==> src/rtl/mips_pkg.sv <==
// Shared loader definitions: FSM state encoding, stream constants and image-size limit.
package mips_pkg;

  typedef enum logic [2:0] {StIdle, StData, StCheck, StDone, StErr} load_state_e;

  localparam int unsigned CountW       = 8;
  localparam int unsigned BytesPerWord = 4;

  // Number of 32-bit words addressable with an addr_w-bit byte address.
  function automatic int unsigned max_words(input int unsigned addr_w);
    return 32'd1 << (addr_w - 2);
  endfunction

endpackage

==> src/rtl/word_packer.sv <==
// Shifts stream bytes MSB-first into a 32-bit word and pulses word_valid_o on the 4th byte.
module word_packer
  import mips_pkg::*;
(
  input  logic        clk_i,
  input  logic        rst_ni,
  input  logic        clear_i,
  input  logic        byte_valid_i,
  input  logic [7:0]  byte_i,
  output logic        word_valid_o,
  output logic [31:0] word_o
);

  logic [23:0] shift_q, shift_d;
  logic [1:0]  idx_q, idx_d;

  always_comb begin
    shift_d = shift_q;
    idx_d   = idx_q;
    if (clear_i) begin
      shift_d = '0;
      idx_d   = '0;
    end else if (byte_valid_i) begin
      shift_d = {shift_q[15:0], byte_i};
      idx_d   = idx_q + 2'd1;
    end
  end

  // The completed word includes the byte arriving this cycle.
  assign word_valid_o = byte_valid_i && !clear_i && (idx_q == 2'(BytesPerWord - 1));
  assign word_o       = {shift_q, byte_i};

  always_ff @(posedge clk_i) begin
    if (!rst_ni) begin
      shift_q <= '0;
      idx_q   <= '0;
    end else begin
      shift_q <= shift_d;
      idx_q   <= idx_d;
    end
  end

endmodule

==> src/rtl/imem_loader.sv <==
// Boot-time instruction-memory loader: count byte, N big-endian words, optional XOR checksum.
// Define IMEM_LOADER_CHECKSUM_EN to expect and verify the trailing checksum byte.
module imem_loader
  import mips_pkg::*;
#(
  parameter int unsigned ADDR_W = 8
) (
  input  logic              clk_i,
  input  logic              rst_ni,
  input  logic              start_i,
  input  logic [7:0]        in_data_i,
  input  logic              in_valid_i,
  output logic              in_ready_o,
  output logic              im_we_o,
  output logic [ADDR_W-1:0] im_addr_o,
  output logic [31:0]       im_wdata_o,
  output logic              core_hold_o,
  output logic              done_o,
  output logic              err_o
);

  localparam int unsigned MaxWords = max_words(ADDR_W);
  localparam int unsigned IdxW     = ADDR_W - 2;

  load_state_e       state_q, state_d;
  logic              live_q;
  logic [CountW-1:0] n_q, n_d;
  logic [IdxW-1:0]   idx_q, idx_d;
  logic              we_q;
  logic [ADDR_W-1:0] addr_q;
  logic [31:0]       wdata_q;
`ifdef IMEM_LOADER_CHECKSUM_EN
  logic [7:0]        csum_q, csum_d;
`endif

  logic        accept, pack_valid, pack_clear, word_valid, last_word;
  logic [31:0] word;

  assign accept     = in_valid_i && in_ready_o;
  assign pack_valid = accept && (state_q == StData);
  assign pack_clear = start_i || (state_q != StData);
  assign last_word  = (32'(idx_q) == 32'(n_q) - 32'd1);

  word_packer u_packer (
    .clk_i        (clk_i),
    .rst_ni       (rst_ni),
    .clear_i      (pack_clear),
    .byte_valid_i (pack_valid),
    .byte_i       (in_data_i),
    .word_valid_o (word_valid),
    .word_o       (word)
  );

  always_ff @(posedge clk_i) begin
    if (!rst_ni) begin
      state_q <= StIdle;
    end else begin
      state_q <= state_d;
    end
  end

  always_comb begin
    state_d = state_q;
    n_d     = n_q;
    idx_d   = idx_q;
`ifdef IMEM_LOADER_CHECKSUM_EN
    csum_d  = csum_q;
`endif
    if (start_i) begin
      state_d = StIdle;
      n_d     = '0;
      idx_d   = '0;
`ifdef IMEM_LOADER_CHECKSUM_EN
      csum_d  = '0;
`endif
    end else begin
      case (state_q)
        StIdle: begin
          if (accept) begin
            if (in_data_i == '0 || 32'(in_data_i) > MaxWords) begin
              state_d = StErr;
            end else begin
              state_d = StData;
              n_d     = in_data_i;
              idx_d   = '0;
`ifdef IMEM_LOADER_CHECKSUM_EN
              csum_d  = '0;
`endif
            end
          end
        end
        StData: begin
          if (accept) begin
`ifdef IMEM_LOADER_CHECKSUM_EN
            csum_d = csum_q ^ in_data_i;
`endif
            if (word_valid) begin
              idx_d = idx_q + IdxW'(1);
              if (last_word) begin
`ifdef IMEM_LOADER_CHECKSUM_EN
                state_d = StCheck;
`else
                state_d = StDone;
`endif
              end
            end
          end
        end
`ifdef IMEM_LOADER_CHECKSUM_EN
        StCheck: begin
          if (accept) begin
            state_d = (in_data_i == csum_q) ? StDone : StErr;
          end
        end
`endif
        default: state_d = state_q;
      endcase
    end
  end

  always_ff @(posedge clk_i) begin
    if (!rst_ni) begin
      live_q  <= 1'b0;
      n_q     <= '0;
      idx_q   <= '0;
      we_q    <= 1'b0;
      addr_q  <= '0;
      wdata_q <= '0;
`ifdef IMEM_LOADER_CHECKSUM_EN
      csum_q  <= '0;
`endif
    end else begin
      live_q <= 1'b1;
      n_q    <= n_d;
      idx_q  <= idx_d;
      we_q   <= word_valid;
      if (word_valid) begin
        addr_q  <= {idx_q, 2'b00};
        wdata_q <= word;
      end
`ifdef IMEM_LOADER_CHECKSUM_EN
      csum_q <= csum_d;
`endif
    end
  end

  // Release is masked while the last write is still on the bus.
  always_comb begin
    in_ready_o  = live_q && !start_i &&
                  (state_q == StIdle || state_q == StData || state_q == StCheck);
    done_o      = (state_q == StDone) && !we_q;
    err_o       = (state_q == StErr);
    core_hold_o = !done_o;
  end

  assign im_we_o    = we_q;
  assign im_addr_o  = addr_q;
  assign im_wdata_o = wdata_q;

endmodule

==> config.mk <==
export PLATFORM = sky130hd
export DESIGN_NAME = imem_loader
export DESIGN_NICKNAME = d
export VERILOG_FILES = /design/src/rtl/mips_pkg.sv /design/src/rtl/word_packer.sv /design/src/rtl/imem_loader.sv
export SDC_FILE = /design/constraint.sdc
export NUM_CORES = 1
export LEC_CHECK = 0
export BUFFER_PORTS_ARGS = -buffer_cell sky130_fd_sc_hd__buf_2
export CAP_MARGIN = 10
export CORE_ASPECT_RATIO = 0.75
export CORE_MARGIN = 3
export CORE_UTILIZATION = 40
export DETAILED_ROUTE_END_ITERATION = 8
export PLACE_DENSITY = 0.59
export SKIP_LAST_GASP = 1
export SLEW_MARGIN = 5
export SYNTH_ARGS = -nofsm -noshare
export SYNTH_HDL_FRONTEND = slang
export SYNTH_HIERARCHICAL = 1
export SYNTH_SLANG_ARGS = --single-unit
==> constraint.sdc <==
create_clock -name clk_i -period 3.1 [get_ports clk_i]
set_input_delay 0.465 -clock clk_i [delete_from_list [all_inputs] [get_ports clk_i]]
set_output_delay 0.465 -clock clk_i [all_outputs]
set_load 0.01 [all_outputs]
Word level (Yosys, flattened, before mapping)
Index checks and enable logic that the tools add are counted.
{ "word_totals": {"register_bits": 83, "word_cells": 62, "latchBits": 0, "mem_bits_ro": 0, "ramBits": 0, "n_memories": 0, "input_bits": 12, "output_inout_bits": 45} }
{ "op_classes": {"mul": 0, "n_bitwise": 2, "n_eq_ne": 12, "shift": 0, "muxes": 12, "reduce_logical": 23, "n_addsub": 3, "div": 0, "order_cmp": 1} }
{ "op_table": {"columns": ["cell", "n"], "rows": [
  ["6-bit by 32-bit equality test with 1-bit output", 1],
  ["6-bit 2-to-1 mux", 4],
  ["3-bit 2-to-1 mux", 5],
  ["6-bit case mux with 2 select lines", 1],
  ["2-bit != test, second input constant", 5],
  ["5-bit AND reduction", 2],
  ["8-bit by 1-bit subtractor with 9-bit output, second input constant", 1],
  ["8-bit by 7-bit greater-than comparator with 1-bit output, second input constant", 1],
  ["8-bit logical NOT", 1],
  ["1-bit logical AND", 7],
  ["6-bit by 1-bit adder with 6-bit output, second input constant", 1],
  ["3-bit by 2-bit equality test with 1-bit output, second input constant", 2],
  ["3-bit case mux with 2 select lines", 1],
  ["1-bit logical NOT", 4],
  ["1-bit logical OR", 4],
  ["2-bit OR reduction", 2],
  ["3-bit by 1-bit equality test with 1-bit output, second input constant", 1],
  ["3-bit equality test, second input constant", 1],
  ["3-bit logical NOT", 1],
  ["3-bit by 1-bit != test with 1-bit output, second input constant", 1],
  ["3-bit AND reduction", 1],
  ["2-bit by 1-bit adder with 2-bit output, second input constant", 1],
  ["2-bit equality test, second input constant", 1],
  ["1-bit inverter", 2],
  ["other kinds (2)", 2]
]} }

Longest topological paths before layout
{ "depth": {"word_depth": 11, "ltp_mapped": 11, "mapped_depth_nobuf": 7} }

By module
Netlist, hierarchy kept.
{ "modules_own_cells": {"columns": ["module", "instances", "area_each_um2", "seq_area_each_um2", "cells_each"], "rows": [
  ["imem_loader", 1, 2598.7, 1141.1, 248],
  ["word_packer", 1, 1052.3, 520.5, 95]
]} }

Worst setup path before layout
Ideal clock, no wire load.
{ "synth_path": {"path_kind": "input to register", "startpoint": "in start_i", "endpoint": "reg state_q[2]", "cell_stages": 10, "n_path_buf": 3, "setup_slack_ns": 0.605, "required_time_ns": 3.039, "arrival_ns": 2.434, "cell_sequence": "and4bb_1 -> and2_2 -> buf_6 -> buf_12 -> and3b_1 -> buf_4 -> nand4b_1 -> or4_4 -> a2111oi_4 -> o221a_1"} }
{ "synth_via": {"elab_chain_cells": 9, "word_cells_on_any_way": 14, "classes_between": "eq/ne: 3; reduce/logical: 11"} }
{ "synth_rtl": {"columns": ["item", "line", "rtl"], "rows": [
  ["start, declared", "imem_loader.sv:10", "input logic start_i,"],
  ["1-bit logical NOT", "imem_loader.sv:149", "in_ready_o = live_q && !start_i &&"],
  ["1-bit logical AND (2 in series)", "imem_loader.sv:149", null],
  ["1-bit logical AND", "imem_loader.sv:39", "assign accept = in_valid_i && in_ready_o;"],
  ["1-bit logical AND", "imem_loader.sv:40", "assign pack_valid = accept && (state_q == StData);"],
  ["via pack_valid", "imem_loader.sv:36", "logic accept, pack_valid, pack_clear, word_valid, last_word;"],
  ["1-bit logical AND (2 in series)", "word_packer.sv:30", "assign word_valid_o = byte_valid_i && !clear_i && (idx_q == 2'(BytesPerWord - 1));"],
  ["via word_valid", "imem_loader.sv:36", null],
  ["2-bit != test (no line)", null, null],
  ["5-bit AND reduction (no line)", null, null],
  ["end signal, assigned", "imem_loader.sv:56", "state_q <= StIdle;"],
  ["end signal, assigned", "imem_loader.sv:58", "state_q <= state_d;"],
  ["end, declared", "imem_loader.sv:25", "load_state_e state_q, state_d;"]
]} }
The timed path passes the listed nets, and every way through them passes these cells.
A chain may end at the register's enable or synchronous reset.

==> metrics list <==
* Maximum buffer depth of the clock tree: 2
* Final HPWL DP: ~5.3 mm
- Layout overhead on the synthesized area: 14.4%
* Number of DRC markers in iteration 0: 65
* Number of instances in the synthesized netlist: 343
- Setup slack on the worst reg-to-reg path comes out at 560 ps.
- Once the clock tree was built, the setup fixing pass inserted 0 buffers.
* Worst hold-check slack: 448 ps
* Number of pins with negative max-slew slack in the final report: 0
- The commonest cells after synthesis are 83 x sky130_fd_sc_hd__dfxtp_1, 72 x sky130_fd_sc_hd__mux2i_1, 40 x sky130_fd_sc_hd__nor2b_1.
* Most used flip-flop cell after synthesis: sky130_fd_sc_hd__dfxtp_1
* Die H: a little under 90 µm
* Inserted Diodes: 0
- Routed length per instance: 15.8 µm
* Maximum fanout encountered on the critical timing path: 20
- H-Tree Depth: 3
- Cell depth of the worst flop-to-flop path: 8
- Number of DRC violations after detailed routing: 0
- After the last flow step, the layout net total stands at 399.
* Total Power Consumption: 2.21 mW
* Max-cap violation count: 0
- Setup violations remaining at the end of the flow were counted as 0.
- In this run, post-CTS repair resized a total of 0 instances.
- Summed over all instances, the cell type with the most area after synthesis is sky130_fd_sc_hd__dfxtp_1.
* Portion of the clock cycle consumed by the worst path in the final layout: just over 80%
- Count of different cell masters after synthesis: 46
- The analysis attributes to cell leakage a power of 1.46 nW.
- Wires add up to 7.83 mm.
- Die area: 0.0103 mm²
- Setup repair after global routing missed its margin: false
* Capturing instance or port of the critical path: idx_q[4]
- Multi-input combinational cell area: roughly 0.0018 mm²
- Final RePlAce weighted congestion: 0.781
- Detailed routing inserted a total of 2493 vias.
* Netlist area before placement: 0.00365 mm²
- Maximum vdd drop: 0.351 mV
* Number of endpoints with negative hold slack in the final report: 0
- The via count of the first global-routing pass was 2322.
* Number of input and output port buffers inserted: 54
* Cells traversed along the worst timing path: nor2b_1 > and2_2 > and3b_2 > buf_4 > nand2_1 > a311oi_1 > xnor2_1 > nor3_1
* Number of antenna violations at the first check in global routing: 0
* Type of destination of the critical path: register
* Min Tclk post-route: approximately 2500 ps
- Clk root buf: sky130_fd_sc_hd__clkbuf_16
* Worst setup startpoint: state_q[0]
- For this design the top-level I/O count stands at 57.
- All-Layer GR Usage: 16.5%
- Data on the critical path arrives at its endpoint at roughly 2700 ps.
* Number of buffers created by CTS: 9
- For the worst setup path, the data required time is 3290 ps.
- The setup path with the least slack is of type reg -> reg.
* Power per cell area: 530 mW/mm²
- Effective utilization at floorplan: 42.1%
- Slowest Stage Delay on Critical Path: 540 ps
- The pre-antenna-repair detailed-routing pass consisted of 4 iterations.
* Warnings, synthesis: 6
- For the pin with the worst max-slew slack, the measured transition is 622 ps.
- For the worst-skew pair, the clock arrives at the later sink with an insertion delay of around 340 ps.
* Storage cell area: between 0.0015 and 0.002 mm²
- Derived from the worst setup path, the maximum achievable clock frequency is 393 MHz.
* Most repeated cell in the gate-level netlist after synthesis: sky130_fd_sc_hd__dfxtp_1
- Share of the synthesized area in the top cell type: 45.5%
- Number of cells on the critical path: 8
* Clock tree from TritonCTS: built
- Cts hold-fix bufs: 0
- Summed over all layers, the global routing overflow is 0.
* Fraction of layout cells with a size suffix above 1: 22.5%
- Counting the fill cells in the layout gives 812.
* Row count: 29
* Run status: finished, final reports clean
- X dimension of the die: 116 µm
- In this run the worst hold path is classified as in -> reg.
- Post-synth EDFFs: 0
- Among cell families on the critical path, the largest total delay comes from simple AND/OR/NAND/NOR gates.
- For this design, the slowest cell found on the critical path is sky130_fd_sc_hd__dfxtp_1.
- Syn_area_per_cell: 10.6 µm²
- Sequential elements use 45.5% of the synthesized area.
- After routing, the total negative slack on setup checks comes to 0 ps.
- Max_slew headroom: 58.5%
- After clock tree synthesis, the clock-pin slew on the worst setup and hold paths is 60 ps.
- Core Box Area: 0.00867 mm²
* Number of flip-flops and latches in the synthesized netlist: 83
- Counting both buffers and inverters, the worst setup path holds a total of 1.
- Entering global routing, the biggest net connects 44 pins.
- In the synthesized netlist the async set-or-reset flop fraction comes to 0%.
- Reg-to-reg startpoint: state_q[0]
* Endpoint of the worst-slack reg-to-reg timing path: idx_q[4]
* Vias per std cell: 5.04
- First-pass GRT wire length: 12.7 mm
- Number of antenna-violating nets in the routed design: 0
- STA classifies the critical path startpoint as a register.
- For the final database, setup skew stands at 3.62 ps.
- By area the synthesized netlist is led by sky130_fd_sc_hd__dfxtp_1 46%, sky130_fd_sc_hd__mux2i_1 20%, sky130_fd_sc_hd__nor2b_1 6.9%, sky130_fd_sc_hd__nor2_1 3.7%, sky130_fd_sc_hd__buf_4 3.1%.
- Clock sink count: 83
-- state kept, by name, indices dropped and copies added (netlist names) --
register	flops
im_addr_o	6
live_q	1
im_we_o	1
u_packer/idx_q	2
u_packer/shift_q	24
idx_q	6
n_q	8
state_q	3
im_wdata_o	32
-- cell usage in the layout (no fill, tap or decap), drive strengths merged, types with 4 or more instances in the layout --
master,count
dfxtp,83
mux2i,72
buf,59
nor2b,40
nor2,37
xnor2,11
clkbuf,11
nor3,7
inv,6
nand2,4
nand3,4
a311oi,4
and2,4
-- metal layers --
layer | vias up | part of all wire, % | track usage (%)
met5 | - | 0 | 0
met4 | 0 | 2.3 | 7.80
met3 | 12 | 4.0 | 4.92
met2 | 46 | 40 | 22.0
met1 | 1194 | 54 | 24.1
li1 | 1241 | - | -
-- area by class of cell --
cell class | instances | share of cell area, %
Clock inverter | 3 | 1.14
Sequential cell | 83 | 39.8
Multi-Input combinational cell | 226 | 42.0
Timing Repair Buffer | 59 | 7.37
Inverter | 5 | 0.450
Clock buffer | 11 | 6.05
Tap cell | 108 | 3.24
-- cells by family after synthesis --
logic type,count (synthesis),synth area share (%)
AO/OA/AOI/OAI,20,5.76
adder cells (fa/ha/maj),3,1.03
XOR/XNOR,13,3.12
AND/OR/NAND/NOR,116,18.1
flip-flops,83,45.5
buffers and inverters,35,6.65
multiplexers,72,19.7
other,1,0.103
-- power by group --
part           internal, mW  total (mW)  leakage (nW)  switching [mW]
clock                 0.663        1.08         0.148           0.420
combinational        0.0238      0.0617         0.645          0.0379
sequential             1.07        1.07         0.669         0.00165
-- worst register-to-register path, cell delays in order (launching register included) --
cell and delay [ps]:
sky130_fd_sc_hd__dfxtp_1 540, sky130_fd_sc_hd__nor2b_1 330, sky130_fd_sc_hd__and2_2 210, sky130_fd_sc_hd__and3b_2 200, sky130_fd_sc_hd__buf_4 320, sky130_fd_sc_hd__nand2_1 210
sky130_fd_sc_hd__a311oi_1 380, sky130_fd_sc_hd__xnor2_1 160, sky130_fd_sc_hd__nor3_1 60
-- per-stage QoR --
step | utilization [%] | cells | instance area [µm²] | setup WS, ps
floorplan | - | 344 | 3650 | 605
detailed placement | 44.7 | 481 | 3870 | 596
global placement | 44.7 | 481 | 3870 | 609
finish | 48.1 | 495 | 4180 | 556
global route | 48.1 | 495 | 4180 | 323
CTS | 48.1 | 495 | 4180 | 585
-- worst min-delay path by stage --
| stage | depth (start not counted) | endpoint | slack, ps | startpoint |
|---|---|---|---|---|
| final | 3 | u_packer/shift_q[2] | 450 | in_data_i[2] |
| after CTS | 3 | state_q[1] | 440 | start_i |
| after detailed placement | 2 | n_q[7] | 480 | n_q[7] |
| after global routing | 3 | state_q[0] | 470 | start_i |
| after floorplan | 2 | u_packer/shift_q[16] | 460 | u_packer/shift_q[16] |
| after global placement | 2 | u_packer/shift_q[20] | 470 | u_packer/shift_q[20] |
No activity file was read; power rests on OpenSTA's default activity.
